==> config.mk <==
export PLATFORM = sky130hd
export DESIGN_NAME = sinc_share_arbiter
export DESIGN_NICKNAME = d
export VERILOG_FILES = /design/src/rtl/sinc_share_arbiter.sv
export SDC_FILE = /design/constraint.sdc
export NUM_CORES = 1
export LEC_CHECK = 0
export CORE_AREA = 5 5 104 106
export DETAILED_ROUTE_END_ITERATION = 7
export DIE_AREA = 0 0 109 111
export PLACE_DENSITY = 0.86
export SLEW_MARGIN = 20
export SYNTH_ARGS = -nofsm -noshare
export SYNTH_HDL_FRONTEND = slang
export SYNTH_SLANG_ARGS = --single-unit
==> constraint.sdc <==
create_clock -name Clk -period 4.2 [get_ports Clk]
set_input_delay 0.63 -clock Clk [delete_from_list [all_inputs] [get_ports Clk]]
set_output_delay 0.63 -clock Clk [all_outputs]
set_load 0.01 [all_outputs]
==> src/rtl/sinc_share_arbiter.sv <==
// sinc_share_arbiter
//   Time-shares one external combinational SINC (signed a+1) unit among NUM_REQ
//   requesters. A round-robin pick in IDLE latches the winner's operand into the
//   SINC input register (sinc_a). The following edge captures the SINC output
//   as result and reports it with the owner's index. One op every two cycles.
//
// Ports
//   Clk      rising-edge clock
//   Rst      synchronous active-high reset
//   req      per-requester request; held until its grant pulse is seen
//   op_a     packed operands, requester i at [i*DATAWIDTH +: DATAWIDTH]
//   grant    registered one-hot pulse: operand of that requester accepted
//   sinc_a   registered operand driving the shared SINC input
//   sinc_d   shared SINC output (combinational sinc_a + 1)
//   result   registered result, held until the next done
//   done     one-cycle pulse: result / done_id / ovf are valid
//   done_id  index of the requester that owns result
//   ovf      signed overflow (operand was the most positive value)

module sinc_share_arbiter #(
    parameter  int DATAWIDTH = 32,
    parameter  int NUM_REQ   = 4,
    localparam int IDW       = (NUM_REQ > 1) ? $clog2(NUM_REQ) : 1
) (
    input  logic                           Clk,
    input  logic                           Rst,
    input  logic [NUM_REQ-1:0]             req,
    input  logic [NUM_REQ*DATAWIDTH-1:0]   op_a,
    output logic [NUM_REQ-1:0]             grant,
    output logic [DATAWIDTH-1:0]           sinc_a,
    input  logic [DATAWIDTH-1:0]           sinc_d,
    output logic [DATAWIDTH-1:0]           result,
    output logic                           done,
    output logic [IDW-1:0]                 done_id,
    output logic                           ovf
);

    // Most positive signed value; +1 on it wraps to the most negative.
    localparam logic [DATAWIDTH-1:0] SMAX = {1'b0, {(DATAWIDTH-1){1'b1}}};
    localparam logic [IDW-1:0]       LAST = IDW'(NUM_REQ - 1);

    typedef enum logic [0:0] {
        IDLE = 1'b0,
        BUSY = 1'b1
    } state_t;

    state_t                          state, state_nxt;
    logic [IDW-1:0]                  last_win, last_win_nxt;
    logic [IDW-1:0]                  cur_id, cur_id_nxt;
    logic [NUM_REQ-1:0]              grant_nxt;
    logic [DATAWIDTH-1:0]            sinc_a_nxt;
    logic [DATAWIDTH-1:0]            result_nxt;
    logic                            done_nxt;
    logic [IDW-1:0]                  done_id_nxt;
    logic                            ovf_nxt;

    // Per-requester operand view of the flat bus.
    logic [NUM_REQ-1:0][DATAWIDTH-1:0] op_v;
    assign op_v = op_a;

    // Round-robin pick: scan last_win+1, last_win+2, ... (mod NUM_REQ) and take
    // the first active request. last_win itself is visited last, so a requester
    // that keeps req high after its grant drops to lowest priority.
    logic                            win_vld;
    logic [IDW-1:0]                  win_id;
    logic [IDW-1:0]                  cand;

    always_comb begin
        win_vld = 1'b0;
        win_id  = '0;
        cand    = '0;
        for (int k = 1; k <= NUM_REQ; k++) begin
            cand = IDW'((int'(last_win) + k) % NUM_REQ);
            if (!win_vld && req[cand]) begin
                win_vld = 1'b1;
                win_id  = cand;
            end
        end
    end

    // Next-state and next-output logic. grant/done are pulses, everything else
    // holds unless this state updates it.
    always_comb begin
        state_nxt    = state;
        last_win_nxt = last_win;
        cur_id_nxt   = cur_id;
        grant_nxt    = '0;
        sinc_a_nxt   = sinc_a;
        result_nxt   = result;
        done_nxt     = 1'b0;
        done_id_nxt  = done_id;
        ovf_nxt      = ovf;
        case (state)
            IDLE: begin
                if (win_vld) begin
                    grant_nxt[win_id] = 1'b1;
                    sinc_a_nxt        = op_v[win_id];
                    cur_id_nxt        = win_id;
                    state_nxt         = BUSY;
                end
            end
            BUSY: begin
                // sinc_d is a+1 of the operand registered last edge; no
                // arbitration here, so req/op_a are ignored this cycle.
                result_nxt   = sinc_d;
                ovf_nxt      = (sinc_a == SMAX);
                done_nxt     = 1'b1;
                done_id_nxt  = cur_id;
                last_win_nxt = cur_id;
                state_nxt    = IDLE;
            end
            default: state_nxt = IDLE;
        endcase
    end

    // A reset in BUSY simply discards the in-flight op: last_win is not
    // advanced and no done is produced.
    always_ff @(posedge Clk) begin
        if (Rst) begin
            state    <= IDLE;
            last_win <= LAST;
            cur_id   <= '0;
            grant    <= '0;
            sinc_a   <= '0;
            result   <= '0;
            done     <= 1'b0;
            done_id  <= '0;
            ovf      <= 1'b0;
        end else begin
            state    <= state_nxt;
            last_win <= last_win_nxt;
            cur_id   <= cur_id_nxt;
            grant    <= grant_nxt;
            sinc_a   <= sinc_a_nxt;
            result   <= result_nxt;
            done     <= done_nxt;
            done_id  <= done_id_nxt;
            ovf      <= ovf_nxt;
        end
    end

endmodule

==> results.md, run 1 <==
* Largest family of logic cells by synthesized area: compound AO/OA/AOI/OAI gates
* Share of cells above drive strength 1 at 0.0442
* Yosys warns at 0
* Routability cong. at 0.881
* Simple-gate area share of the yosys netlist at 0.166
* DR iter-0 viols at 340
* DP Area at a little over 6000 µm²
* Via count at 4414
* Placeable Area at 9680 µm²
* Hold WC Path Type: reg2reg
* Worst setup EP type: register
* Crit path DAT at 3.28 ns
* Sequential cell area fraction in the yosys report at 0.409
* Status: complete, no violations
* # diodes at 0
* Worst slew margin at 0.266
* Skew-Pair Late Insertion Delay at 0.35 ns
* Synth Area in Compound Gates at 0.278
* Power per Cell Area at 339 nW/µm²
* Setup Buffers After CTS at 0
* Synth top area share at 0.409
* Sink Count at just under 80
* Ys async rst share at 0
* Final Hold Viols at 0
* Pleak at ~2.3 nW
* Buffers on Ports at 237
* DIE HEIGHT at about 110 µm
* R2r startpoint: state
* CP max FO at 26
* Clk buf depth at 2
* Cts hold-fix bufs at 0
* Antenna Nets Post-Route at 0
* Worst Max-Slew Pin Slew at 1.10 ns
* CP endpoint: sinc_a[28]
* WL per Instance at 19.1 µm
* Total track usage at 0.240
* Commonest cells after routing, fill and taps aside: 236 x clkdlybuf4s50_1, 76 x dfxtp_1, 72 x nor2_1
* Setup_tns at 0 ns
* Post-synth cell types at 33
* Final hold slack at 0.467 ns
* Worst path cell trace: clkdlybuf4s50_1 > nor2_1 > a21o_1 > buf_4 > a21oi_1 > a311oi_1
* Max Clock Skew at 0.00913 ns
* Startpoint Class: input pin
* Row count at 36
* Root Driver: clkbuf_8
* Worst VDD drop at 0.000245 V
* TritonCTS clock tree: yes
* Initial Util at 0.389
* Crit Path Category: in2reg
* Final min period at 3.04 ns
* Mux cell area share after synthesis at 0.0850
* Critical path origin: req[3]
* Xor/xnor cell area share of the yosys netlist at 0
* Antenna violations before repair at 0
* Post-Syn Instances at 441
* Worst hold path stage count at 2
* R2R setup slack at 1.93 ns
* TritonCTS Buffers at 9
* Worst R2R End: sinc_a[28]
* Most common cell after layout, fill and taps aside: clkdlybuf4s50_1
* Mapped Avg Cell Area at around 8.5 µm²
* Vias in the first global route at between 4000 and 5000
* Area Growth Syn to Fin at 70.7%
* GRT overflow at 0
* Cell area after layout at 6430 µm²
* Chip width at about 110 µm
* Drt pass-1 iters at 4
* Die area at about 12000 µm²
* Resized cells post-CTS at 0
* Post-synthesis adder-cell area fraction at 0
* Critical path's slowest cell: clkdlybuf4s50_1
* Yosys reg bits at between 70 and 80
* Syn nets at 607
* CTS clock-pin slew for the worst setup and hold paths at 0.09 ns
* R2R depth at 4
* CP max stage delay at 0.81 ns
* First-pass GRT wire length at 23200 µm
* Largest net degree at the start of global routing at 49
* Ports at 238
* DRC violations left at 0
* Syn Std Cell Area at 3770 µm²
* Max-Cap Viols at 0
* Area leader, netlist: dfxtp_1
* Final setup fails at 0
* Max-slew violations at 0
* DP Wirelength at 11100 µm
* Vias per cell at 5.59
* Period utilization at 0.723
* Crit path required time at 4.45 ns
* Depth of the CTS H-tree at 3
* Post-synth EDFFs at 0
* RSZ-0062 raised after global routing: false
* Synth area leaders: dfxtp_1 41%, mux2i_1 8.5%, a311oi_1 7.4%, a32oi_1 7.4%, nor2_1 7.2%
* Total wire length at 15100 µm
* Top_reg_cell synth: dfxtp_1
* Fmax at 0.329 GHz
* Nets at 817
state kept, by name, summed over array words and instances (netlist names):
name / count
done_id: 2
result: 32
state: 1
cur_id: 2
last_win: 2
done: 1
sinc_a: 32
grant: 4
ovf: 1
stage by stage:
| stage | power (mW) | instances | util | worst slack [ns] |
|---|---|---|---|---|
| finish | 2.18 | 789 | 0.664 | 1.16 |
| global route | 2.29 | 789 | 0.664 | 1.03 |
| CTS | 2.20 | 789 | 0.664 | 1.24 |
| detailed placement | 1.45 | 773 | 0.636 | 0.866 |
| global placement | 1.43 | 773 | 0.636 | 0.851 |
| floorplan | 1.11 | 441 | - | 2.33 |
worst min path at each step:
stage | start | endpoint | slack (ns)
2_1_floorplan | cur_id[1] | cur_id[1] | 0.43
3_3_place_gp | ovf | ovf | 0.46
3_5_place_dp | ovf | ovf | 0.46
4_1_cts | ovf | ovf | 0.47
5_1_grt | cur_id[1] | cur_id[1] | 0.50
6_report | ovf | ovf | 0.47
logic make-up after synthesis:
kind of cell | Yosys count
muxes | 32
AOI/OAI and AO/OA | 149
DFF | 77
and+or+nand+nor | 132
buffers and inverters | 51
power by group:
part           internal (mW)  leakage, nW  switching [mW]
clock network          0.459        0.134           0.288
logic                  0.331         1.57           0.252
registers              0.793        0.636          0.0601
per-layer routing:
layer  up-vias  wire [µm]  part of all wire  global-route usage
met5         -          0                 0                   0
met4         0        428             0.028              0.0850
met3        33       1550              0.10              0.0804
met2       253       7410              0.49               0.408
met1      2080       5670              0.38               0.277
li1       2048          -                 -                   -
critical path: cells and delay by family:
family | cells | cell delay, ns
buf+inv | 2 | 1.12
simple gates | 1 | 0.42
compound gates | 3 | 1.11
cell usage after synthesis (4+ instances only):
cell type / instances
buf_2: 10
a32oi_1: 32
dfxtp_1: 77
o21ai_0: 33
nor2_1: 72
a311oi_1: 32
clkbuf_1: 27
buf_6: 4
nand2_1: 7
inv_1: 6
nand4_1: 7
buf_1: 4
a21oi_1: 37
and2_1: 33
mux2i_1: 32
nor3_1: 4
cell type report:
class | count | area, µm²
well taps | 133 | 166
repair buffers | 244 | 2420
multi-input cells | 313 | 2010
fillers | 794 | 3250
flip-flops and latches | 77 | 1550
inverters | 6 | 22.5
clock inverters | 7 | 146
clock buffers | 9 | 124
Power figures use the tool's default switching activity.
==> inputs of run 2 (changes only) <==
Settings changed: CORE_AREA 5 5 104 106 to 5 5 113 115, DIE_AREA 0 0 109 111 to 0 0 118 120, PLACE_DENSITY 0.86 to 0.77.
Clock period 4.2 ns to 2.6 ns, I/O delays scaled along.
==> run 2 against run 1 <==
Against the previous run:
- non-clock buffer count up 6
- first-iteration DRC count up 16%
- clock skew down 0.0048 ns
- flip-flop and latch count unchanged
- final area up 1.6%
- sequential share of layout area down 0.41 points
- clock power up 66%
- total power up 64%
- register-to-register slack worse by 1.1 ns
==> results.md, run 2 (same netlist as run 1, synthesis figures left out) <==
* Layout Cells excl Fill at 809 (+2.5%)
* TritonCTS clock tree: yes
* Routability cong. at 0.822 (-6.6%)
* Delay-heaviest family, CP: buffers and inverters
* Resized cells post-CTS at 0 (unchanged)
* RSZ-0062 raised after global routing: false
* Initial Util at 0.322 (-0.0674)
* Critical path's slowest cell: clkdlybuf4s50_1
* # diodes at 0 (unchanged)
* DP Cell Count at 793 (+2.6%)
* CP Buf/Inv Count at 3 (+1)
* Crit path required time at 2.82 ns (-1.63 ns)
* Vias per cell at 5.46 (-2.4%)
* Power per Cell Area at 547 nW/µm² (+61%)
* Final Hold Viols at 0 (unchanged)
* Ports at 238 (unchanged)
* DR iter-0 viols at 396 (+16%)
* DP Area at 6240 µm² (+1.3%)
* Fillers at 1071 (+35%)
* Hold WC Path Type: in2reg
* Skew-Pair Late Insertion Delay at 0.32 ns (-0.03 ns)
* Cell area after layout at 6540 µm² (+1.6%)
* Most common cell after layout, fill and taps aside: clkdlybuf4s50_1
* Worst setup EP type: register
* Pint at 2.57 mW (+63%)
* Worst path cell trace: clkdlybuf4s50_1 > buf_4 > o21a_1 > a211oi_4 > buf_4 > a21oi_1 > a311oi_1
* Final min period at 2.01 ns
* DP Wirelength at 11300 µm (+1.7%)
* Crit path DAT at 2.23 ns (-1.05 ns)
* PnR worst setup slack at 0.590 ns (-0.572 ns)
* CP max stage delay at 0.49 ns (-0.32 ns)
* Antenna violations before repair at 0 (unchanged)
* Sink Count at 77 (unchanged)
* Total track usage at 0.210 (-0.0298)
* NetSw at 0.998 mW (+66%)
* Setup_tns at 0 ns (unchanged)
* Placeable Area at 11700 µm² (+21%)
* Clk buf depth at 2 (unchanged)
* Max-Cap Viols at 0 (unchanged)
* Share of cells above drive strength 1 at 0.0514 (+0.00715)
* Startpoint Class: input pin
* Pleak at 2.38 nW (+1.8%)
* Chip width at 118 µm (+8.3%)
* Root Driver: clkbuf_16
* Cts hold-fix bufs at 0 (unchanged)
* Max-slew violations at 0 (unchanged)
* CP max FO at 17 (-35%)
* WL per Instance at 19.3 µm (+1.1%)
* Total wire length at 15600 µm (+3.7%)
* Fmax at 0.497 GHz
* Area Growth Syn to Fin at 73.4%
* Row count at 40 (+11%)
* DRC violations left at 0 (unchanged)
* Depth of the CTS H-tree at 3 (unchanged)
* Nets at 823 (+0.73%)
* Clock power frac at 0.346 (+0.004)
* Worst slew margin at 0.509 (+0.242)
* Most frequent CP cell: buf_4
* Commonest cells after routing, fill and taps aside: 235 x clkdlybuf4s50_1, 76 x dfxtp_1, 72 x nor2_1
* Status: complete, no violations
* Buffers on Ports at 237 (unchanged)
* Comb power frac at 0.273 (+0.006)
* Final hold slack at 0.434 ns (-0.0328 ns)
* Worst Max-Slew Pin Slew at 0.737 ns (-0.363 ns)
* Seq. cell area at 1540 µm² (-0.16%)
* Die area at 14200 µm² (+17%)
* Drt pass-1 iters at 4 (unchanged)
* Final setup fails at 0 (unchanged)
* Setup WS pre-CTS at 0.268 ns (-0.598 ns)
* Period utilization at 0.773
* Via count at 4419 (+0.11%)
* DIE HEIGHT at 120 µm (+8.1%)
* Largest net degree at the start of global routing at 40 (-18%)
* Reg power frac at 0.381 (-0.010)
* Antenna Nets Post-Route at 0 (unchanged)
* Multi-input logic area at 2010 µm² (about the same)
* First-pass GRT wire length at 24300 µm (+4.9%)
* Max Clock Skew at 0.00436 ns (-0.00477 ns)
* GRT overflow at 0 (unchanged)
* Crit Path Category: in2reg
* TritonCTS Buffers at 9 (unchanged)
* Worst VDD drop at 0.000355 V (+45%)
* Switching share of total power at 0.279 (+0.00447)
* Setup Buffers After CTS at 0 (unchanged)
* Vias in the first global route at 4672 (+1.9%)
* Largest regs: result: 32 flops, sinc_a: 32 flops, grant: 4 flops
* CTS clock-pin slew for the worst setup and hold paths at 0.06 ns (-0.03 ns)
[run 2: worst paths after layout]
check         startpoint  slack (ns)         end  depth (start not counted)
min               req[3]        0.43    grant[3]                          3
max reg2reg  last_win[1]        0.81  sinc_a[12]                          5
min reg2reg    cur_id[1]        0.46   cur_id[1]                          2
max               req[1]        0.59   sinc_a[7]                          7
[run 2: area by class of cell]
| type | instances | area share |
|---|---|---|
| Timing Repair Buffer | 250 | 0.380 |
| Multi-Input combinational cell | 313 | 0.307 |
| Sequential cell | 77 | 0.236 |
| Clock buffer | 10 | 0.0350 |
| Tap cell | 147 | 0.0281 |
| Clock inverter | 6 | 0.00976 |
| Inverter | 6 | 0.00345 |
[run 2: routing by layer]
layer,share of wire,track usage,vias to the layer above
met5,0,0,-
met4,0.023,0.0781,0
met2,0.50,0.366,215
met1,0.38,0.234,2109
met3,0.097,0.0778,31
li1,-,-,2064
[run 2: worst register-to-register path: stages (launching register included)]
cell and delay, ns:
dfxtp_1 0.53, nor2_1 0.09, a221o_1 0.32, buf_4 0.25
a32oi_1 0.33, a311oi_1 0.14
[run 2: metrics by stage]
step | total power [mW] | util
floorplan | 1.79 | -
global placement | 2.34 | 0.533
detailed placement | 2.36 | 0.533
CTS | 3.62 | 0.558
global route | 3.75 | 0.558
finish | 3.57 | 0.558
[run 2: power groups by stage]
stage | clock network, mW | logic [mW] | registers [mW]
after floorplan | 0 | 0.383 | 1.41
after global placement | 0 | 0.958 | 1.38
after detailed placement | 0 | 0.976 | 1.39
after CTS | 1.28 | 0.981 | 1.36
after global routing | 1.33 | 1.05 | 1.37
final | 1.24 | 0.975 | 1.36
